**config.mk**
```make
export PLATFORM = sky130hd
export DESIGN_NAME = wisard_addr_gen_flat
export DESIGN_NICKNAME = d
export VERILOG_FILES = /design/src/rtl/wisard_addr_gen_if.sv /design/src/rtl/wisard_addr_gen.sv /design/src/flat_wrapper.sv
export SDC_FILE = /design/constraint.sdc
export NUM_CORES = 2
export LEC_CHECK = 0
export CAP_MARGIN = 0
export CORE_AREA = 2 2 327 394
export DETAILED_ROUTE_END_ITERATION = 6
export DIE_AREA = 0 0 329 396
export GPL_TIMING_DRIVEN = 0
export PLACE_DENSITY = 0.89
export SYNTH_ARGS = -nofsm -noshare
export SYNTH_HDL_FRONTEND = slang
export SYNTH_SLANG_ARGS = --single-unit
```
**constraint.sdc**
```tcl
create_clock -name clk -period 65.4 [get_ports clk]
set_clock_uncertainty 0.05 [all_clocks]
set_input_delay 6.54 -clock clk [delete_from_list [all_inputs] [get_ports clk]]
set_output_delay 6.54 -clock clk [all_outputs]
set_load 0.02 [all_outputs]
```
**src/rtl/wisard_addr_gen_if.sv**
```systemverilog
// Port bundle for wisard_addr_gen: sample input handshake plus the classifier sink beat bus.
// A sample moves on a rising clk edge where in_valid && in_ready; the sink side has no backpressure.
interface wisard_addr_gen_if #(
    parameter int ADDRESS_WIDTH = 8,
    parameter int INDEX_WIDTH   = 7,
    parameter int N_RAMS        = 98
);
    localparam int INPUT_WIDTH = N_RAMS * ADDRESS_WIDTH;

    logic                     in_valid;
    logic                     in_ready;
    logic [INPUT_WIDTH-1:0]   in_data;
    logic                     sop;
    logic                     sink_valid;
    logic                     eop;
    logic [ADDRESS_WIDTH-1:0] addr;
    logic [INDEX_WIDTH-1:0]   index;
    logic                     busy;

    modport slave (
        input  in_valid, in_data,
        output in_ready, sop, sink_valid, eop, addr, index, busy
    );

    modport master (
        output in_valid, in_data,
        input  in_ready, sop, sink_valid, eop, addr, index, busy
    );
endinterface

```
**src/rtl/wisard_addr_gen.sv**
```systemverilog
// WiSARD address generator: ping-pong buffers binarized samples and streams one
// interleaved RAM address per cycle, framed with sop/eop.
module wisard_addr_gen #(
    parameter int ADDRESS_WIDTH = 8,
    parameter int INDEX_WIDTH   = 7,
    parameter int N_RAMS        = 98
) (
    input  logic             clk,
    input  logic             rst,
    wisard_addr_gen_if.slave bus,
    output logic             state_dbg
);
    localparam int INPUT_WIDTH = N_RAMS * ADDRESS_WIDTH;
    localparam logic [INDEX_WIDTH-1:0] LAST_IDX = INDEX_WIDTH'(N_RAMS - 1);

    typedef enum logic {
        IDLE   = 1'b0,
        STREAM = 1'b1
    } state_t;

    state_t                   state_q;
    state_t                   state_d;
    logic [INPUT_WIDTH-1:0]   buf_q [2];
    logic [1:0]               full_q;
    logic                     wr_ptr_q;
    logic                     rd_ptr_q;
    logic [INDEX_WIDTH-1:0]   cnt_q;
    logic [INDEX_WIDTH-1:0]   cnt_d;
    logic                     accept;
    logic                     beat;
    logic                     last;
    logic [INPUT_WIDTH-1:0]   rd_buf;
    logic [N_RAMS-1:0]        lane;
    logic [N_RAMS-1:0]        lane_sh;
    logic [ADDRESS_WIDTH-1:0] addr_d;

    // in_ready depends on registered state only, so an upstream can never see a same-cycle bypass.
    assign bus.in_ready = !full_q[wr_ptr_q];
    assign bus.busy     = full_q[0] | full_q[1] | bus.sink_valid;
    assign state_dbg    = state_q;

    always_comb begin
        accept  = bus.in_valid && !full_q[wr_ptr_q];
        beat    = full_q[rd_ptr_q];
        last    = beat && (cnt_q == LAST_IDX);
        state_d = state_q;
        cnt_d   = cnt_q;
        case (state_q)
            IDLE:    if (beat)  state_d = STREAM;
            STREAM:  if (!beat) state_d = IDLE;
            default: state_d = IDLE;
        endcase
        if (beat) begin
            cnt_d = last ? '0 : cnt_q + 1'b1;
        end
        // Address bit k of beat i comes from the k-th N_RAMS-wide lane of the sample.
        rd_buf  = buf_q[rd_ptr_q];
        lane    = '0;
        lane_sh = '0;
        addr_d  = '0;
        for (int k = 0; k < ADDRESS_WIDTH; k++) begin
            lane      = rd_buf[k*N_RAMS +: N_RAMS];
            lane_sh   = lane >> cnt_q;
            addr_d[k] = lane_sh[0];
        end
    end

    always_ff @(posedge clk or posedge rst) begin
        if (rst) begin
            state_q <= IDLE;
        end else begin
            state_q <= state_d;
        end
    end

    always_ff @(posedge clk or posedge rst) begin
        if (rst) begin
            buf_q[0]       <= '0;
            buf_q[1]       <= '0;
            full_q         <= '0;
            wr_ptr_q       <= 1'b0;
            rd_ptr_q       <= 1'b0;
            cnt_q          <= '0;
            bus.sop        <= 1'b0;
            bus.sink_valid <= 1'b0;
            bus.eop        <= 1'b0;
            bus.addr       <= '0;
            bus.index      <= '0;
        end else begin
            cnt_q <= cnt_d;
            if (accept) begin
                buf_q[wr_ptr_q]  <= bus.in_data;
                full_q[wr_ptr_q] <= 1'b1;
                wr_ptr_q         <= ~wr_ptr_q;
            end
            // The draining buffer is full, so it can never be the one being written here.
            if (last) begin
                full_q[rd_ptr_q] <= 1'b0;
                rd_ptr_q         <= ~rd_ptr_q;
            end
            bus.sink_valid <= beat;
            bus.sop        <= beat && (cnt_q == '0);
            bus.eop        <= last;
            if (beat) begin
                bus.addr  <= addr_d;
                bus.index <= cnt_q;
            end
        end
    end
endmodule

```
**src/flat_wrapper.sv**
```systemverilog
// flat-port wrapper written by rule: the top's interface ports become plain ports
module wisard_addr_gen_flat 
#(
    parameter int ADDRESS_WIDTH = 8,
    parameter int INDEX_WIDTH   = 7,
    parameter int N_RAMS        = 98
)
  (clk, rst, state_dbg, bus_in_valid, bus_in_data, bus_in_ready, bus_sop, bus_sink_valid, bus_eop, bus_addr, bus_index, bus_busy);
  wisard_addr_gen_if #(.ADDRESS_WIDTH(ADDRESS_WIDTH), .INDEX_WIDTH(INDEX_WIDTH), .N_RAMS(N_RAMS)) bus_i ();
  input  logic clk;
  input  logic rst;
  output logic state_dbg;
  input wire logic [$bits(bus_i.in_valid)-1:0] bus_in_valid;
  input wire logic [$bits(bus_i.in_data)-1:0] bus_in_data;
  output wire logic [$bits(bus_i.in_ready)-1:0] bus_in_ready;
  output wire logic [$bits(bus_i.sop)-1:0] bus_sop;
  output wire logic [$bits(bus_i.sink_valid)-1:0] bus_sink_valid;
  output wire logic [$bits(bus_i.eop)-1:0] bus_eop;
  output wire logic [$bits(bus_i.addr)-1:0] bus_addr;
  output wire logic [$bits(bus_i.index)-1:0] bus_index;
  output wire logic [$bits(bus_i.busy)-1:0] bus_busy;
  assign bus_i.in_valid = bus_in_valid;
  assign bus_i.in_data = bus_in_data;
  assign bus_in_ready = bus_i.in_ready;
  assign bus_sop = bus_i.sop;
  assign bus_sink_valid = bus_i.sink_valid;
  assign bus_eop = bus_i.eop;
  assign bus_addr = bus_i.addr;
  assign bus_index = bus_i.index;
  assign bus_busy = bus_i.busy;
  wisard_addr_gen #(.ADDRESS_WIDTH(ADDRESS_WIDTH), .INDEX_WIDTH(INDEX_WIDTH), .N_RAMS(N_RAMS)) u_core (.clk(clk), .rst(rst), .bus(bus_i), .state_dbg(state_dbg));
endmodule
```
==> Yosys cells after proc, flatten, opt, wreduce, memory -nomap -nowiden <==
Cells that the tools add are included.
Widths: inputs -> output; s select.
{ "op_classes": {"addsub": 1, "n_lt_le_gt_ge": 7, "n_eq_ne": 1, "n_shift": 8, "n_mux": 18, "n_bitwise": 9, "reduce_logical": 8} }
{ "op_table": {"columns": ["operator", "count"], "rows": [
  ["$mux 784", 4],
  ["$bwmux 1568", 1],
  ["$demux 784 s1", 1],
  ["$shr 98x7->1", 8],
  ["$add 7x1->7 const B", 1],
  ["$eq 7x7->1 const B", 1],
  ["$logic_not 7->1", 1],
  ["$mux 1", 7],
  ["$mux 7", 1],
  ["$logic_and 1x1->1", 6],
  ["$ge 2x2->1 const B", 2],
  ["$lt 1x2->1 const B", 2],
  ["$mux 2", 2],
  ["$not 1->2", 2],
  ["$and 2x2->2", 1],
  ["$demux 1 s1", 2],
  ["$ge 1x1->1 const B", 2],
  ["$lt 2x1->1 const B", 1],
  ["$not 1->1", 2],
  ["$not 2->2", 1],
  ["$or 1x1->1", 2],
  ["$or 2x2->2", 1],
  ["$logic_not 1->1", 1]
]} }
{ "word_totals": {"reg_bits": 1598, "inputBits": 787} }

==> Longest topological paths before layout <==
{ "logic_depth": {"word_depth": 8, "ltp_mapped": 13} }

==> Worst setup path after synthesis <==
OpenSTA, ideal clock, no wires.
{ "synth_path": {"path_type": "input port to flip-flop", "start": "in bus_in_valid", "end": "reg u_core.buf_q[1522] (netlist name)", "t_arrival_ns": 8.124, "t_required_ns": 65.225, "setup_slack_ns": 57.101, "cell_stages": 5, "path_cell_list": "nor3b_1 > clkbuf_1 > clkbuf_1 > clkbuf_1 > mux2_2"} }
{ "synth_between": {"elab_chain_len": 1} }
{ "synth_rtl": {"columns": ["element", "line_no", "text"], "rows": [
  ["start: declaration", "flat_wrapper.sv:13", "input wire logic [$bits(bus_i.in_valid)-1:0] bus_in_valid;"],
  ["$logic_and 1x1->1", "wisard_addr_gen.sv:43", "accept = bus.in_valid && !full_q[wr_ptr_q];"],
  ["end signal: indexed assignment", "wisard_addr_gen.sv:92", "buf_q[wr_ptr_q] <= bus.in_data;"],
  ["end: declaration", "wisard_addr_gen.sv:23", "logic [INPUT_WIDTH-1:0] buf_q [2];"]
]} }
No other way between the ends.
A chain may end at the register's enable or synchronous reset.

==> Worst setup path after layout <==
{ "layout_path": {"start": "in bus_in_valid", "end": "reg u_core.buf_q[415] (netlist name)"} }
Same word-level chain as after synthesis.

==> run summary <==
Async S/R FF share, synth: 100%
vias after detailed routing: 48900
die width: 329 um
post-synthesis mux area share: 38.8%
Starting DRT DRC Count: 5311
Die Area: 130000 um2
Worst setup SP type: input pin
Placed Cells: 6907
CTS tree: yes
Layout area overhead: 22.9%
IO Pins: 808
GR Util All Layers: 41.5%
first-pass GRT wire length: 376000 um
worst-case reg-to-reg path depth: 11
largest family of logic cells by synthesized area: multiplexers
ANT nets after route: 0
WL/cell: 37.0 um
post-route minimum period: 9.85 ns
Synth top cells by count: dfrtp_1 (1597), mux2_2 (1571), mux4_2 (406)
Most used DFF post-synth: dfrtp_1
Area contributors post-synth: dfrtp_1 (56%), mux2_2 (25%), mux4_2 (13%), mux2i_1 (1.3%), clkbuf_1 (1.1%)
CTS H-Tree Depth: 4
CTS resizes: 0
Mapped Area: 71700 um2
Netlist cell types: 64
Pwr per Cell Area: 42.1 nW/um2
Max Fanout on Critical Path: 10
RR Startpoint: u_core.cnt_q[1]$_DFFE_PP0P_
hold depth: 1
critical path type: in2reg
fin crit share: 15.1%
routability cong.: 0.943
Compound-Gate Fraction of Synth Area: 1.80%
Clk Latency, worst-skew pair: 0.83 ns
First-pass DRT Iterations: 6
clock tree buffer depth: 3
share of layout cells above drive strength 1: 42.5%
critical path endpoint category: register
total power: 3.71 mW
GRT Residual Overflow: 0
post-synth top area share: 55.8%
fmax: 0.101 GHz
Max rail drop VDD: 26.2 uV
violated checks: max-capacitance violations, max-slew violations
Synth Area in XOR/XNOR: 0.0489%
core area: 126000 um2
Worst EP arrival: 10.51 ns
post-synthesis register bit count: 1597
crit path max-delay cell type: clkbuf_1
CP top delay family: buffers and inverters
PortBufs: 807
Starting Density: 56.8%
setup repair after global routing missed its margin: no
max-slew violation count: 29
Fin. Hold Viols: 0
Synth Area in Simple Gates: 1.40%
max-cap viol count: 3
die height: 396 um
hold crit path type: reg2reg
Ys Warns: 0
LEAKAGE: 38.9 nW
Residual DRC: 0
Crit path buffers/inverters: 4
initial antenna violation count: 186
hold-critical path endpoint: u_core.buf_q[539]$_DFFE_PP0P_
flop-to-flop setup slack: 59.74 ns
Rows: 143
vias per std cell: 6.66
Nets: 6190
number of enable flip-flop cells after synthesis: 0
count leader, synth: dfrtp_1
final non-filler cell total: 7348
headroom to the max-slew limit: -3.86%
vias in the first global route: 51300
DP HPWL: 192000 um
post-synth net total: 5206
Largest stage delay, worst path: 1.09 ns
Avg Cell Area, Syn: 16.2 um2
hold buffer count at cts: 0
Post-Route Setup TNS: 0 ns
Root Driver: clkbuf_16
Worst path most repeated cell: clkbuf_1
status: finished with violations
area leader, netlist: dfrtp_1
CP required: 66.06 ns
critical path cell sequence: clkdlybuf4s50_1, nand3_1, clkbuf_1, clkbuf_1, clkbuf_1, mux2_2
largest net degree at the start of global routing: 138
CTS Buf Count: 158
Synth Instances: 4416
worst slew pin tran: 1.56 ns
post-synthesis sequential area ratio: 55.8%
Worst R2R End: u_core.cnt_q[2]$_DFFE_PP0P_
Routed WL: 272000 um
clk slew on worst S/H paths: 0.06 ns
final setup fails: 0
Post-CTS Setup Inserts: 0
hold wc startpoint: u_core.buf_q[539]$_DFFE_PP0P_
TritonCTS Sinks: 1597
fraction of the mapped netlist area in adder cells: 0.0524%
[kinds of logic (layout without fill, tap and decap cells)]
group | count (synthesis) | after routing
muxes | 2073 | 2073
DFF | 1597 | 1597
buffers and inverters | 327 | 1436
and+or+nand+nor | 228 | 228
AOI/OAI and AO/OA | 184 | 184
xor gates and xnor gates | 4 | 4
adders and majority gates | 3 | 3
other | 0 | 156
[stage by stage]
stage / cell area (um2) / hold WS, ns / worst slack [ns] / utilization, %
2_1_floorplan: 71700 / 0.424 / 13.75 / -
3_3_place_gp: 81800 / 0.418 / -1.67 / 64.9
3_5_place_dp: 82300 / 0.437 / 54.79 / 65.2
4_1_cts: 87700 / 0.451 / 55.65 / 69.5
5_1_grt: 88000 / 0.455 / 55.61 / 69.8
6_report: 88100 / 0.449 / 55.55 / 69.8
[where the power goes]
group          leakage [nW]  total, mW  internal (mW)  switching [mW]
sequential             20.8       1.39           1.24           0.149
combinational          15.5       1.36          0.644           0.720
clock                  2.64      0.958          0.543           0.415
total                  38.9       3.71           2.43            1.28
[cell usage in the layout (no fill, tap or decap), types with 4 or more instances in the layout]
cell / n
a22o_1: 4
a32oi_1: 4
nor2b_1: 5
buf_4: 18
bufinv_16: 10
a22oi_1: 31
a221o_1: 6
nor2_1: 41
buf_16: 13
nand4_1: 10
a21oi_1: 28
dfrtp_1: 1597
xnor2_1: 4
a31oi_1: 14
clkbuf_8: 42
clkdlybuf4s50_1: 807
buf_8: 5
buf_6: 19
inv_1: 5
clkbuf_1: 241
nand2b_1: 6
nand3_1: 37
mux2_2: 1571
clkbuf_2: 10
mux2i_1: 96
inv_16: 9
clkinv_2: 13
a311oi_1: 4
o211ai_1: 12
nand2_1: 109
o21ai_0: 27
a221oi_1: 11
buf_1: 16
o22ai_1: 11
mux4_2: 406
nor3_1: 5
clkinvlp_4: 4
diode_2: 156
buf_2: 49
clkbuf_16: 160
[worst max-delay path by stage]
stage	depth (start not counted)	endpoint	from
after CTS	6	u_core.buf_q[191]$_DFFE_PP0P_	bus_in_valid
after floorplan	1	u_core.buf_q[0]$_DFFE_PP0P_	rst
final	6	u_core.buf_q[415]$_DFFE_PP0P_	bus_in_valid
after detailed placement	6	u_core.buf_q[193]$_DFFE_PP0P_	bus_in_valid
after global placement	2	u_core.buf_q[540]$_DFFE_PP0P_	rst
after global routing	6	u_core.buf_q[416]$_DFFE_PP0P_	bus_in_valid
[layer usage]
layer | share of wire (%) | vias to the layer above | track usage (%)
li1 | - | 18800 | -
met1 | 34 | 25800 | 49.1
met2 | 46 | 3191 | 62.2
met3 | 11 | 1042 | 14.6
met4 | 8.9 | 70 | 31.9
met5 | 0.18 | - | 0
[worst reg2reg max path: cells and delay by family (launching register included)]
| family | cells | cell delay [ns] |
|---|---|---|
| adders and majority gates | 1 | 0.34 |
| AOI/OAI and AO/OA | 2 | 0.27 |
| and+or+nand+nor | 3 | 0.90 |
| buffers and inverters | 5 | 3.37 |
| DFF | 1 | 0.58 |
[sequential cells by signal, indices dropped and copies added, names as in the netlist]
| name | count |
|---|---|
| u_core.buf_q | 1568 |
| u_core.bus.addr | 8 |
| u_core.bus.index | 7 |
| u_core.cnt_q | 7 |
| u_core.full_q | 2 |
| u_core.bus.eop | 1 |
| u_core.bus.sink_valid | 1 |
| u_core.bus.sop | 1 |
| u_core.rd_ptr_q | 1 |
| u_core.wr_ptr_q | 1 |
[layout make-up]
| type | count | area, um2 |
|---|---|---|
| antenna | 156 | 390 |
| buffer | 316 | 1520 |
| clock buffer | 243 | 4740 |
| clock inverter | 42 | 657 |
| fill | 7987 | 38100 |
| inverter | 11 | 48.8 |
| multi-input combinational | 2492 | 30200 |
| sequential | 1597 | 40000 |
| tap | 1667 | 2090 |
| timing repair buffer | 824 | 8490 |
Power figures use the tool's default switching activity.
